File: src/rtl/tt_adder_pipe.sv
// Two-stage pipelined adder/accumulator with wrap/saturate/accumulate modes.
// Stage 1 captures operands; stage 2 computes, accumulates and holds the result.
module tt_adder_pipe #(
  parameter int WIDTH = 8
) (
  input  logic             clk,
  input  logic             rst_n,
  input  logic             ena,
  input  logic             in_valid,
  output logic             in_ready,
  input  logic [WIDTH-1:0] in_a,
  input  logic [WIDTH-1:0] in_b,
  input  logic [1:0]       in_mode,
  input  logic             in_clear,
  output logic             out_valid,
  input  logic             out_ready,
  output logic [WIDTH-1:0] out_sum,
  output logic             out_ovf,
  output logic             ovf_sticky
);

  typedef enum logic [1:0] {
    M_ADD     = 2'd0,
    M_SAT     = 2'd1,
    M_ACC     = 2'd2,
    M_ACC_SAT = 2'd3
  } mode_e;

  typedef struct packed {
    logic [WIDTH-1:0] a;
    logic [WIDTH-1:0] b;
    mode_e            mode;
    logic             clear;
  } s1_t;

  s1_t              s1_q, s1_d;
  logic             s1_valid_q, s1_valid_d;
  logic             out_valid_q, out_valid_d;
  logic [WIDTH-1:0] sum_q, sum_d;
  logic             ovf_q, ovf_d;
  logic [WIDTH-1:0] acc_q, acc_d;
  logic             sticky_q, sticky_d;

  logic             s2_free;
  logic             adv;
  logic             in_fire;
  logic             out_fire;
  logic             is_acc;
  logic             is_sat;
  logic [WIDTH-1:0] base;
  logic [WIDTH+1:0] full;
  logic             ovf;
  logic [WIDTH-1:0] res;

  assign s2_free  = !out_valid_q || out_ready;
  assign adv      = ena && s1_valid_q && s2_free;
  assign in_ready = ena && (!s1_valid_q || s2_free);
  assign in_fire  = in_valid && in_ready;
  assign out_fire = ena && out_valid_q && out_ready;

  always_comb begin
    is_acc = 1'b0;
    is_sat = 1'b0;
    unique case (s1_q.mode)
      M_ADD:     begin is_acc = 1'b0; is_sat = 1'b0; end
      M_SAT:     begin is_acc = 1'b0; is_sat = 1'b1; end
      M_ACC:     begin is_acc = 1'b1; is_sat = 1'b0; end
      M_ACC_SAT: begin is_acc = 1'b1; is_sat = 1'b1; end
      default:   begin is_acc = 1'b0; is_sat = 1'b0; end
    endcase
  end

  // Two extra bits hold the carry of acc + a + b without loss.
  assign base = (is_acc && !s1_q.clear) ? acc_q : '0;
  assign full = {2'b00, base} + {2'b00, s1_q.a} + {2'b00, s1_q.b};
  assign ovf  = |full[WIDTH+1:WIDTH];
  assign res  = (is_sat && ovf) ? {WIDTH{1'b1}} : full[WIDTH-1:0];

  always_comb begin
    s1_d        = s1_q;
    s1_valid_d  = s1_valid_q;
    out_valid_d = out_valid_q;
    sum_d       = sum_q;
    ovf_d       = ovf_q;
    acc_d       = acc_q;
    sticky_d    = sticky_q;

    if (in_fire) begin
      s1_d.a     = in_a;
      s1_d.b     = in_b;
      s1_d.mode  = mode_e'(in_mode);
      s1_d.clear = in_clear;
      s1_valid_d = 1'b1;
    end else if (adv) begin
      s1_valid_d = 1'b0;
    end

    if (adv) begin
      out_valid_d = 1'b1;
      sum_d       = res;
      ovf_d       = ovf;
      sticky_d    = (s1_q.clear ? 1'b0 : sticky_q) | ovf;
      if (is_acc) begin
        acc_d = res;
      end else if (s1_q.clear) begin
        acc_d = '0;
      end
    end else if (out_fire) begin
      out_valid_d = 1'b0;
    end
  end

  always_ff @(posedge clk or negedge rst_n) begin
    if (!rst_n) begin
      s1_q        <= '0;
      s1_valid_q  <= 1'b0;
      out_valid_q <= 1'b0;
      sum_q       <= '0;
      ovf_q       <= 1'b0;
      acc_q       <= '0;
      sticky_q    <= 1'b0;
    end else begin
      s1_q        <= s1_d;
      s1_valid_q  <= s1_valid_d;
      out_valid_q <= out_valid_d;
      sum_q       <= sum_d;
      ovf_q       <= ovf_d;
      acc_q       <= acc_d;
      sticky_q    <= sticky_d;
    end
  end

  assign out_valid  = out_valid_q;
  assign out_sum    = sum_q;
  assign out_ovf    = ovf_q;
  assign ovf_sticky = sticky_q;

endmodule

File: config.mk
export PLATFORM = sky130hd
export DESIGN_NAME = tt_adder_pipe
export DESIGN_NICKNAME = d
export VERILOG_FILES = /design/src/rtl/tt_adder_pipe.sv
export SDC_FILE = /design/constraint.sdc
export NUM_CORES = 1
export LEC_CHECK = 0
export CAP_MARGIN = 20
export CORE_MARGIN = 5
export CORE_UTILIZATION = 50
export DETAILED_ROUTE_END_ITERATION = 12
export HOLD_SLACK_MARGIN = 0.03
export PLACE_DENSITY_LB_ADDON = 0.05
export SYNTH_ARGS = -nofsm -noshare
export SYNTH_HDL_FRONTEND = slang
export SYNTH_SLANG_ARGS = --single-unit
File: constraint.sdc
create_clock -name clk -period 3.9 [get_ports clk]
set_clock_uncertainty 0.1 [all_clocks]
set_input_delay 0.39 -clock clk [delete_from_list [all_inputs] [get_ports clk]]
set_output_delay 0.39 -clock clk [all_outputs]
set_load 0.02 [all_outputs]
==> results.txt, run 1 <==
The flow ran to the end, and the final reports show no timing, DRC or antenna violations. The total count of hold-check failures in the final report is 0. The required time at the worst-slack endpoint is 3.95 ns. The combinational family with the most area after synthesis is adder cells.

The number of instances in the synthesized netlist is 187. Data on the critical path arrives at its endpoint at 3.52 ns. The core area is 0.00400 mm2. The signal on the critical path passes through nor2b_1 -> and2_1 -> fa_1 -> ha_1 -> inv_1 -> fa_1 -> nor2b_1 -> o31a_2 -> o41a_2 -> nand3_1 -> o211ai_1. The final cell count without fillers is 277.

The worst flop-to-flop path startpoint is s1_q[2]. The floorplan step defined a die boundary enclosing 0.00553 mm2. The share of synthesized area occupied by flip-flops and latches is 47.2%.

The compound-gate portion of the synthesized area is 12.6%. Leaving out fill and tap cells, the most frequent cell in the layout is sky130_fd_sc_hd__dfrtp_1. The post-detailed-placement cell area came out at 0.00246 mm2. The number of endpoints failing setup at the final stage came out at 0. The number of cells traversed by the worst register-to-register path is 11.

For this run, the total global-route usage over all layers was measured as 15.9%. The maximum frequency from static timing analysis is 0.288 GHz. The number of max-capacitance violations reported came out at 0.

The final worst slack is 0.431 ns. The synthesized-area fraction occupied by adder cells came out at 12.9%. The Yosys step of the flow raised 0 warnings. The area of all placed cells without fillers came out at 0.00256 mm2. Of all nets on the critical path, the largest fanout is 8. The number of distinct library cell variants in the gate-level netlist after synthesis came out at 34. The net count of the finished layout is 266. At the end of routability-driven placement, the weighted congestion stood at 0.885. The number of fill cells came out at 337. The worst setup path is launched from a register. The area of the mapped netlist is 0.00207 mm2. The hold-fix buffer count after cts is 0. The power density of the placed cells is 680 mW/mm2. The worst setup path is captured at a register.

Clock-pin slew was measured on the worst setup and hold paths at 0.08 ns. For this design the top-level I/O count stands at 36. The number of nets handed over by synthesis was 227.

The number of H-tree branching levels is 2. The first routing iteration left 50 violations. The number of diodes added for antenna fixing is 0. The fraction of registers with async set/reset came out at 100%. TritonCTS created 5 clock buffers. Among all flip-flop cells after synthesis, the most frequent one is sky130_fd_sc_hd__dfrtp_1. The sequential share of power is 35.0%. The mux cell area share after synthesis came out at 10.3%. The switching share of total power came out at 38.9%. The share of the cycle needed by the critical path after routing came out at 88.9%. The routed wire length is 4060 um.

The via count of the first global-routing pass came to 1,529. CTS saw 39 sinks. The remaining global-route overflow came out at 0. In the final layout, the share of cells above drive strength 1 is 14.1%.

The buffer type at the clock tree root is sky130_fd_sc_hd__clkbuf_8. The largest single stage delay on the critical path is 0.46 ns. The setup TNS is 0 ns. The max-slew violation count is 0. The HPWL after detailed placement is 3160 um.

The clock tree from TritonCTS is done. The internal reg-to-reg setup slack is 0.43 ns. After clock tree synthesis, the repair step resized 0 gates. The post-synthesis xor/xnor area fraction came out at 1.27%.

The instance count after placement with tap cells included is 269. The initial antenna violation count came to 0. The part of the total power dissipated in combinational logic is 48.6%. The net switching power is 0.000678 W. Post-CTS timing repair inserted 0 buffers for setup.

The area fraction in and, or, nand and nor cells after synthesis is 11.5%. For this run, design rule violations remaining after detail routing come to 0. The cell accounting for the most synthesized area is sky130_fd_sc_hd__dfrtp_1. The worst slack on hold paths came out at 0.100 ns. The global-route wire length before repair came out at 6620 um.

The largest net degree at the start of global routing came out at 40. The insertion delay to the later sink of the worst-skew pair is 0.29 ns. After synthesis the netlist holds a flip-flop and latch count of 39. The via density per instance came out at 5.32. The remaining max-slew budget at the tightest pin came out at 42.2%. The clock period minus worst slack came out at 3.47 ns. The count of vias placed by the detailed router is 1,475. The mean post-synth cell area is 11.1 um2. The transition time of the tightest slew-check pin came out at 0.865 ns. The min-delay analysis places its worst path in the category in2async. The floorplan has 23 rows. After synthesis, the largest area contributor takes up 47.2% of total cell area. The library cells used most frequently in the layout, excluding fill and tap cells, are sky130_fd_sc_hd__dfrtp_1, sky130_fd_sc_hd__clkdlybuf4s50_1, sky130_fd_sc_hd__nand2_1, sky130_fd_sc_hd__inv_1, sky130_fd_sc_hd__mux2_2.

In the post-synthesis netlist, the biggest area contributors are sky130_fd_sc_hd__dfrtp_1, sky130_fd_sc_hd__mux2_2, sky130_fd_sc_hd__fa_1. Buffers placed on the I/O ports in this run total 35. The horizontal extent of the die came out at 74.3 um. Setup repair after global routing left no endpoint under its margin. OpenSTA, run right after detailed placement, puts the worst setup slack at 0.468 ns.

The worst-case vdd ir drop came out at 336 uV. The maximum root-to-sink buffer count is 2. The internal power contribution came out at 0.00107 W.

Dividing the detail-routed wire length by the instance count gives 14.6 um. The area overhead of the layout relative to synthesis is 23.9%. In this run the remaining antenna-violating nets after routing total 0. In this run, synthesis inferred 0 flip-flops with an integrated enable. The leakage power came out at 1.15 nW. The clock network fraction of design power is 16.4%. The critical path's slowest cell is sky130_fd_sc_hd__o41a_2.

The detailed-router iteration count before antenna repair is 4. By startpoint and endpoint, the worst setup path is classified as reg2reg. In this run the critical register-to-register path is captured at acc_q[3]. From bottom edge to top edge, the die measures 74.3 um.

The starting density of the core came out at 51.7%.
==> critical path: cells and delay by family (launching register included) <==
family                   cells  cell delay [ns]
buffers and inverters        1             0.08
AND/OR/NAND/NOR              4             0.98
AO/OA/AOI/OAI                3             0.93
flip-flops                   1             0.40
adder cells (fa/ha/maj)      3             0.86
==> cell type report <==
type	instances	area [um2]	area share (%)
repair buffers	35	345	13.5
clock inverters	2	16.3	0.634
well taps	50	62.6	2.44
multi-input cells	125	1010	39.2
inverters	20	75.1	2.93
flip-flops and latches	39	976	38.1
clock buffers	6	82.6	3.22
==> flip-flops by register name, summed over array words and instances, names as in the netlist <==
| register | flops |
|---|---|
| s1_q | 19 |
| out_sum | 8 |
| out_ovf | 1 |
| ovf_sticky | 1 |
| acc_q | 8 |
| out_valid | 1 |
| s1_valid_q | 1 |
==> cell families after synthesis <==
logic type / count (synthesis)
muxes: 19
AOI/OAI and AO/OA: 36
DFF: 39
adders and majority gates: 16
buffers and inverters: 23
xor gates and xnor gates: 3
and+or+nand+nor: 51
==> per-layer routing <==
layer,wire length [um],vias to the layer above,global-route usage [%]
li1,-,721,-
met1,1660,720,18.3
met2,2130,28,28.6
met4,61,0,4.94
met5,0,-,0
met3,209,6,4.59
==> how the worst max path moves through the flow <==
stage             from    endpoint  slack (ns)  depth (start not counted)
2_1_floorplan  s1_q[2]     out_ovf        0.81                         11
3_3_place_gp   s1_q[0]  ovf_sticky        0.58                         11
3_5_place_dp   s1_q[2]    acc_q[3]        0.47                         11
4_1_cts        s1_q[2]    acc_q[3]        0.46                         11
5_1_grt        s1_q[2]    acc_q[7]        0.24                         10
6_report       s1_q[2]    acc_q[3]        0.43                         11
==> stage by stage <==
stage	total power [W]	utilization, %
2_1_floorplan	0.00118	-
3_3_place_gp	0.00143	61.6
3_5_place_dp	0.00147	61.6
4_1_cts	0.00177	64.1
5_1_grt	0.00188	64.1
6_report	0.00174	64.1
==> Yosys cell counts (all sizes together), types with 2 or more instances <==
| master | n |
|---|---|
| mux2 | 19 |
| clkbuf | 2 |
| and3 | 2 |
| xor2 | 2 |
| o311ai | 2 |
| a31oi | 5 |
| nor2 | 12 |
| nand2 | 21 |
| inv | 20 |
| nand2b | 2 |
| a22o | 2 |
| fa | 9 |
| a211oi | 2 |
| o21a | 2 |
| a21oi | 5 |
| nand3 | 2 |
| a22oi | 2 |
| o31a | 2 |
| o21ai | 5 |
| nor2b | 3 |
| a21o | 2 |
| ha | 7 |
| and2 | 5 |
| or4 | 2 |
| o211ai | 5 |
| dfrtp | 39 |
==> power groups by stage <==
| stage | Clock (W) | Combinational [W] | Sequential (W) |
|---|---|---|---|
| floorplan | 0 | 0.000519 | 0.000660 |
| global placement | 0 | 0.000824 | 0.000609 |
| detailed placement | 0 | 0.000854 | 0.000616 |
| CTS | 0.000299 | 0.000857 | 0.000609 |
| global route | 0.000317 | 0.000934 | 0.000627 |
| finish | 0.000287 | 0.000847 | 0.000610 |
Power figures use the tool's default switching activity.
==> run 2, diff against run 1 <==
--- a/config.mk
+++ b/config.mk
@@ -8,6 +8,7 @@
 export CAP_MARGIN = 20
 export CORE_MARGIN = 5
 export CORE_UTILIZATION = 50
+export CTS_CLUSTER_SIZE = 28
 export DETAILED_ROUTE_END_ITERATION = 12
 export HOLD_SLACK_MARGIN = 0.03
 export PLACE_DENSITY_LB_ADDON = 0.05
==> results of run 2 <==
Final layout, timing and power as in run 1 (identical DEF).
==> run 3, diff against run 2 <==
--- a/config.mk
+++ b/config.mk
@@ -5,7 +5,7 @@
 export SDC_FILE = /design/constraint.sdc
 export NUM_CORES = 1
 export LEC_CHECK = 0
-export CAP_MARGIN = 20
+export CAP_MARGIN = 0
 export CORE_MARGIN = 5
 export CORE_UTILIZATION = 50
 export CTS_CLUSTER_SIZE = 28
==> results of run 3 <==
Final layout, timing and power as in run 1 (identical DEF).
